**config.mk**
```make
export PLATFORM = sky130hd
export DESIGN_NAME = tap_ir_ctrl
export DESIGN_NICKNAME = d
export VERILOG_FILES = /design/src/rtl/jtag_pkg.sv /design/src/rtl/tap_fsm.sv /design/src/rtl/tap_ir_ctrl.sv
export SDC_FILE = /design/constraint.sdc
export NUM_CORES = 1
export LEC_CHECK = 0
export CAP_MARGIN = 20
export CORE_AREA = 2 2 39 41
export CTS_BUF_LIST = sky130_fd_sc_hd__clkbuf_8
export CTS_CLUSTER_SIZE = 24
export DETAILED_ROUTE_END_ITERATION = 7
export DIE_AREA = 0 0 41 43
export PLACE_DENSITY = 0.82
export RECOVER_POWER = 50
export SYNTH_ARGS = -nofsm -noshare
export SYNTH_HDL_FRONTEND = slang
export SYNTH_HIERARCHICAL = 1
export SYNTH_SLANG_ARGS = --single-unit
```
**constraint.sdc**
```tcl
create_clock -name clk -period 3.78 [get_ports clk]
set_clock_uncertainty 0.1 [all_clocks]
set_input_delay 0.378 -clock clk [delete_from_list [all_inputs] [get_ports clk]]
set_output_delay 0.378 -clock clk [all_outputs]
set_load 0.02 [all_outputs]
```
**src/rtl/jtag_pkg.sv**
```systemverilog
// Shared JTAG definitions: TAP state encoding, IR capture pattern and the
// fill value used to build the default bypass opcode.
package jtag_pkg;

  // Fixed 4-bit TAP state encoding (classic 1149.1 numbering, TLR = 4'hF).
  typedef enum logic [3:0] {
    EXIT2_DR         = 4'h0,
    EXIT1_DR         = 4'h1,
    SHIFT_DR         = 4'h2,
    PAUSE_DR         = 4'h3,
    SELECT_IR        = 4'h4,
    UPDATE_DR        = 4'h5,
    CAPTURE_DR       = 4'h6,
    SELECT_DR        = 4'h7,
    EXIT2_IR         = 4'h8,
    EXIT1_IR         = 4'h9,
    SHIFT_IR         = 4'hA,
    PAUSE_IR         = 4'hB,
    RUN_IDLE         = 4'hC,
    UPDATE_IR        = 4'hD,
    CAPTURE_IR       = 4'hE,
    TEST_LOGIC_RESET = 4'hF
  } tap_state_t;

  // Low two bits loaded into the IR shift register in Capture-IR.
  localparam logic [1:0] IR_CAPTURE_PAT = 2'b01;

  // Every bit of the default bypass opcode takes this value.
  localparam logic BYPASS_OP_FILL = 1'b0;

endpackage

```
**src/rtl/tap_fsm.sv**
```systemverilog
// IEEE 1149.1 TAP state machine: state register plus next-state logic only.
module tap_fsm
  import jtag_pkg::*;
(
  input  logic       i_clk,
  input  logic       i_rst_n,
  input  logic       i_tms,
  output tap_state_t o_state
);

  tap_state_t r_state;

  // One TMS-selected transition per clock; async reset parks the TAP in TLR.
  always_ff @(posedge i_clk or negedge i_rst_n) begin
    if (!i_rst_n) begin
      r_state <= TEST_LOGIC_RESET;
    end else begin
      case (r_state)
        TEST_LOGIC_RESET: r_state <= i_tms ? TEST_LOGIC_RESET : RUN_IDLE;
        RUN_IDLE:         r_state <= i_tms ? SELECT_DR        : RUN_IDLE;
        SELECT_DR:        r_state <= i_tms ? SELECT_IR        : CAPTURE_DR;
        CAPTURE_DR:       r_state <= i_tms ? EXIT1_DR         : SHIFT_DR;
        SHIFT_DR:         r_state <= i_tms ? EXIT1_DR         : SHIFT_DR;
        EXIT1_DR:         r_state <= i_tms ? UPDATE_DR        : PAUSE_DR;
        PAUSE_DR:         r_state <= i_tms ? EXIT2_DR         : PAUSE_DR;
        EXIT2_DR:         r_state <= i_tms ? UPDATE_DR        : SHIFT_DR;
        UPDATE_DR:        r_state <= i_tms ? SELECT_DR        : RUN_IDLE;
        SELECT_IR:        r_state <= i_tms ? TEST_LOGIC_RESET : CAPTURE_IR;
        CAPTURE_IR:       r_state <= i_tms ? EXIT1_IR         : SHIFT_IR;
        SHIFT_IR:         r_state <= i_tms ? EXIT1_IR         : SHIFT_IR;
        EXIT1_IR:         r_state <= i_tms ? UPDATE_IR        : PAUSE_IR;
        PAUSE_IR:         r_state <= i_tms ? EXIT2_IR         : PAUSE_IR;
        EXIT2_IR:         r_state <= i_tms ? UPDATE_IR        : SHIFT_IR;
        UPDATE_IR:        r_state <= i_tms ? SELECT_DR        : RUN_IDLE;
        default:          r_state <= TEST_LOGIC_RESET;
      endcase
    end
  end

  assign o_state = r_state;

endmodule

```
**src/rtl/tap_ir_ctrl.sv**
```systemverilog
// TAP controller front end: runs the TAP FSM, owns the instruction register
// (capture/shift/update), decodes DR-path strobes and muxes TDO.
module tap_ir_ctrl
  import jtag_pkg::*;
#(
  parameter int                     instr_width = 4,
  parameter logic [instr_width-1:0] bypass_op   = {instr_width{BYPASS_OP_FILL}}
) (
  input  logic                   clk,
  input  logic                   reset_n,
  input  logic                   tms,
  input  logic                   tdi,
  input  logic                   dr_tdo,
  output logic                   tdo,
  output logic                   tdo_en,
  output logic [instr_width-1:0] ir_out,
  output logic                   capture_dr,
  output logic                   shift_dr,
  output logic                   update_dr,
  output tap_state_t             tap_state
);

  tap_state_t             w_state;
  logic [instr_width-1:0] r_ir_shift;
  logic [instr_width-1:0] r_ir_out;

  tap_fsm u_tap_fsm (
    .i_clk   (clk),
    .i_rst_n (reset_n),
    .i_tms   (tms),
    .o_state (w_state)
  );

  // IR shift/update path, acting on the state current at each edge. The shift
  // also runs on the Shift-IR exit edge so the last TDI bit is kept. Pause and
  // all DR states leave both registers alone.
  always_ff @(posedge clk or negedge reset_n) begin
    if (!reset_n) begin
      r_ir_shift <= '0;
      r_ir_out   <= bypass_op;
    end else begin
      case (w_state)
        CAPTURE_IR:       r_ir_shift <= {{(instr_width-2){1'b0}}, IR_CAPTURE_PAT};
        SHIFT_IR:         r_ir_shift <= {tdi, r_ir_shift[instr_width-1:1]};
        UPDATE_IR:        r_ir_out   <= r_ir_shift;
        TEST_LOGIC_RESET: r_ir_out   <= bypass_op;
        default:          ;
      endcase
    end
  end

  // TDO source selection from the registered state; quiet outside shifts.
  always_comb begin
    tdo = 1'b0;
    case (w_state)
      SHIFT_IR: tdo = r_ir_shift[0];
      SHIFT_DR: tdo = dr_tdo;
      default:  tdo = 1'b0;
    endcase
  end

  assign tdo_en     = (w_state == SHIFT_IR) || (w_state == SHIFT_DR);
  assign capture_dr = (w_state == CAPTURE_DR);
  assign shift_dr   = (w_state == SHIFT_DR);
  assign update_dr  = (w_state == UPDATE_DR);
  assign ir_out     = r_ir_out;
  assign tap_state  = w_state;

endmodule

```
After elaboration in Yosys (flattened, before gate mapping)
Index checks and enable logic that the tools add are counted.
{ "classes": {"n_eq_ne": 15, "n_mux": 16, "n_reduce_logical": 7} }
{ "ops": {"columns": ["cell", "n"], "rows": [
  ["$pmux 4 s12", 1],
  ["$eq 4x4->1 const B", 8],
  ["$eq 4x3->1 const B", 4],
  ["$pmux 4 s2", 2],
  ["$mux 2", 6],
  ["$mux 3", 4],
  ["$eq 4x2->1 const B", 2],
  ["$eq 4x1->1 const B", 1],
  ["$logic_not 4->1", 1],
  ["$mux 4", 1],
  ["$reduce_bool 2->1", 2],
  ["$reduce_or 2->1", 2],
  ["$reduce_or 3->1", 1],
  ["$pmux 1 s2", 1],
  ["$logic_or 1x1->1", 1],
  ["$mux 1", 1]
]} }
{ "totals": {"reg_bits": 12, "word_cells": 41} }

Logic depth before layout (Yosys ltp)
{ "logic_depth": {"word_depth": 3, "ltp_mapped": 3, "depth_no_buf": 3} }

Hierarchy
Netlist, hierarchy kept.
{ "by_module_without_submodules": {"columns": ["module", "instances", "cells_per_inst", "area_each_um2", "seq_area_each_um2"], "rows": [
  ["tap_ir_ctrl", 1, 36, 461.7, 200.2],
  ["tap_fsm", 1, 19, 197.7, 105.1]
]} }

Least setup slack after synthesis
Ideal clock, no wire load.
{ "synth_path": {"kind": "reg-to-output", "from": "register u_tap_fsm.r_state[1] (netlist: u_tap_fsm/o_state[1])", "to": "output tdo", "arrival_ns": 1.384, "slack_ns": 1.918, "path_stages_with_launch": 3, "n_path_buf": 0, "cell_sequence": "dfstp_2 or3b_1 nor2_1"} }
{ "synth_via": {"elab_chain_cells": 2, "word_cells_on_any_way": 3} }
{ "synth_rtl": {"columns": ["item", "line_no", "text"], "rows": [
  ["start, declared", "tap_fsm.sv:11", "tap_state_t r_state;"],
  ["start signal, assigned", "tap_fsm.sv:19", "TEST_LOGIC_RESET: r_state <= i_tms ? TEST_LOGIC_RESET : RUN_IDLE;"],
  ["start signal, assigned", "tap_fsm.sv:20", "RUN_IDLE: r_state <= i_tms ? SELECT_DR : RUN_IDLE;"],
  ["start signal, assigned", "tap_fsm.sv:21", "SELECT_DR: r_state <= i_tms ? SELECT_IR : CAPTURE_DR;"],
  ["$eq 4x2->1 or $eq 4x4->1 (tied branches)", "tap_ir_ctrl.sv:55", "case (w_state)"],
  ["$pmux 1 s2 (*)", "tap_ir_ctrl.sv:55", null],
  ["end, declared", "tap_ir_ctrl.sv:14", "output logic tdo,"]
]} }
Mark *: on every way between the ends. The rest lies on a longest branch, timed or not.

Worst setup path after layout
Same ends and word-level chain as after synthesis.

==> flow_summary.ini <==
[cells_and_area]
fin_area_sq_um = 857
multi_input_area_sq_um = 313
nNetsFinal = 80
n_fill_cell = 131
drive_above_1_share = 0.178
antennaDiodeCount = 0
area_delta_synth_final_pct = 30.0
register_area_sq_um = 305

[grt]
grt_pass1_wl_mm = 1.83
overflow = 0
grt_usage = 0.158
grt_pass1_vias = 414
antenna_found_initial = 0
grt_max_degree = 16

[clocking]
cts_hold_buffers = 0
ctsRootBufferMaster = clkbuf_8
ctsResizeCount = 0
cts_setup_buffers = 0
cts.sink_count = 12
path_clk_slew_ps = 50
clk_latency_ps = 240
cts_tree = built
clock_path_buffers = 2
cts_inserted_buffers = 3
h-tree-depth = 1

[timing]
finalMaxSlewViolations = 0
worstMarginPinSlew_ps = 530
period_needed_ps = 2510
post-route-period-util = 0.663
hold_violations = 0
setup_ws_ps = 1270
hold_ws_ps = 408
rsz0062_at_grt = no
max_freq_mhz = 399
maxSlewHeadroom = 0.645
setup_tns_ps = 0
setup_viol = 0

[placed_design]
post_dp_cell_area_sq_um = 827
port_buffers = 17
post-dp-hpwl_um = 797
place_congestion = 0.679
dp_slack_ps = 1480

[yosys]
syn_inst = 55
synth-seq-area-share = 0.463
syn_nets = 60
postSynthAreaPerCell_sq_um = 12.0
yosysWarnings = 6
synth_cell_type_count = 23
synth_area_sq_um = 659
ys_ff_latch = 12

[drt]
drtIter0Drc = 4
drtPass1Iterations = 3
postRouteAntennaNets = 0
vias = 462
drc = 0
drt-total-wl_mm = 1.14
vias_per_cell = 5.19
wl_per_cell_um = 12.8

[critical_path]
rr_worst_depth = 2
endpoint_kind = output pin
path_cells = or3b_1 > nor2_1 > clkdlybuf4s50_1
start_kind = register
critPathTopFamily = flip-flops
critical_path_arrival_ps = 2030
critPathMaxStageDelay_ps = 630
crit_cells = 3
crit_buf_inv = 1
required_ps = 3300
crit_slowest_cell = dfstp_2
critPathMaxFanout = 13
critPathKind = register to output pin

[pwr]
p_switching_w = 0.000266
p_clk_frac = 0.156
p_seq_frac = 0.383
ir_drop_v = 0.000425
power_density_nw_per_um2 = 846
combPwrFrac = 0.460
power.internal_w = 0.000459
power.leakage_nw = 0.388
p_total_w = 0.000725
power_switching_share = 0.367

[floorplan]
die_h_um = 43
initial_core_util = 0.476
dieArea_sq_um = 1760
chipWidth_um = 41
rows = 14
core_sq_um = 1380
ioPinCount = 18

[run]
drv_cap = 0

[worst_hold_path]
hold_path.class = register to register
hold_depth = 1

[outcome]
status = completed
cells in the mapped netlist (all sizes together):
| cell | count | share of area |
|---|---|---|
| a21boi | 1 | 0.011 |
| a22o | 1 | 0.013 |
| and2b | 2 | 0.023 |
| and3 | 1 | 0.0095 |
| and3b | 1 | 0.013 |
| and4bb | 2 | 0.038 |
| buf | 2 | 0.034 |
| dfrtp | 8 | 0.30 |
| dfstp | 4 | 0.16 |
| inv | 2 | 0.011 |
| mux2 | 7 | 0.16 |
| mux2i | 2 | 0.030 |
| nand2 | 3 | 0.017 |
| nand3 | 1 | 0.0076 |
| nand3b | 1 | 0.011 |
| nand4 | 1 | 0.0095 |
| nor2 | 5 | 0.028 |
| nor2b | 6 | 0.068 |
| o211ai | 1 | 0.011 |
| o21a | 1 | 0.011 |
| o21ai | 2 | 0.015 |
| or3b | 1 | 0.013 |
per-stage QoR:
stage | cells | util
2_1_floorplan | 55 | -
3_3_place_gp | 86 | 0.598
3_5_place_dp | 86 | 0.598
4_1_cts | 89 | 0.627
5_1_grt | 89 | 0.619
6_report | 89 | 0.619
state kept, by name (all words and copies together), names as in the netlist:
signal             flops
ir_out                 4
r_ir_shift             4
u_tap_fsm/o_state      4
metal layers:
layer  up-vias  global-route usage  share of wire
li1        227                   -              -
met1       218               0.216           0.48
met2        15               0.219           0.45
met3         2              0.0471          0.048
met4         0              0.0800          0.019
met5         -                   0              0
cell families after synthesis:
logic type / count (synthesis) / synth area share
simple gates: 24 / 0.239
mux: 9 / 0.190
buf+inv: 4 / 0.0455
compound gates: 6 / 0.0626
flops: 12 / 0.463
cell type report:
| cell class | count | share of cell area |
|---|---|---|
| Multi-Input combinational cell | 39 | 0.365 |
| Timing Repair Buffer | 17 | 0.199 |
| Tap cell | 16 | 0.0234 |
| Clock buffer | 3 | 0.0482 |
| Sequential cell | 12 | 0.356 |
| Inverter | 2 | 0.00876 |
final timing paths:
path                       slack (ps)                            from                              to
min                               410           ir_out[3]$_DFFE_PN0P_           ir_out[3]$_DFFE_PN0P_
min in group asynchronous         460                         reset_n       r_ir_shift[1]$_DFFE_PN0P_
max in group asynchronous        2760                         reset_n  u_tap_fsm/o_state[0]$_DFF_PN1_
max                              1270  u_tap_fsm/o_state[1]$_DFF_PN1_                             tdo
max reg2reg                      2090  u_tap_fsm/o_state[2]$_DFF_PN1_           ir_out[2]$_DFFE_PN0P_
min reg2reg                       410           ir_out[3]$_DFFE_PN0P_           ir_out[3]$_DFFE_PN0P_
power by group through the flow:
stage | Sequential [W] | Clock [W] | Combinational [W]
after detailed placement | 0.000287 | 0 | 0.000346
after global placement | 0.000283 | 0 | 0.000342
final | 0.000278 | 0.000113 | 0.000334
after floorplan | 0.000310 | 0 | 0.000204
after CTS | 0.000286 | 0.000119 | 0.000347
after global routing | 0.000293 | 0.000126 | 0.000359
layout by cell type, fill, tap and decap left out:
master           instances
nand4_1                  1
inv_1                    2
nand3_1                  1
nand3b_1                 1
o21a_1                   1
clkdlybuf4s50_1         15
nor2b_1                  6
nor2_1                   5
dfstp_1                  2
and2b_1                  2
o211ai_1                 1
nand2_1                  3
and3b_1                  1
or3b_1                   1
mux2_4                   6
dfstp_2                  2
o21ai_0                  2
and3_1                   1
mux2_1                   1
mux2i_1                  2
and4bb_2                 2
dfrtp_1                  8
a22o_1                   1
clkbuf_8                 3
a21boi_0                 1
dlygate4sd3_1            2
(Power assumes the default switching activity.)
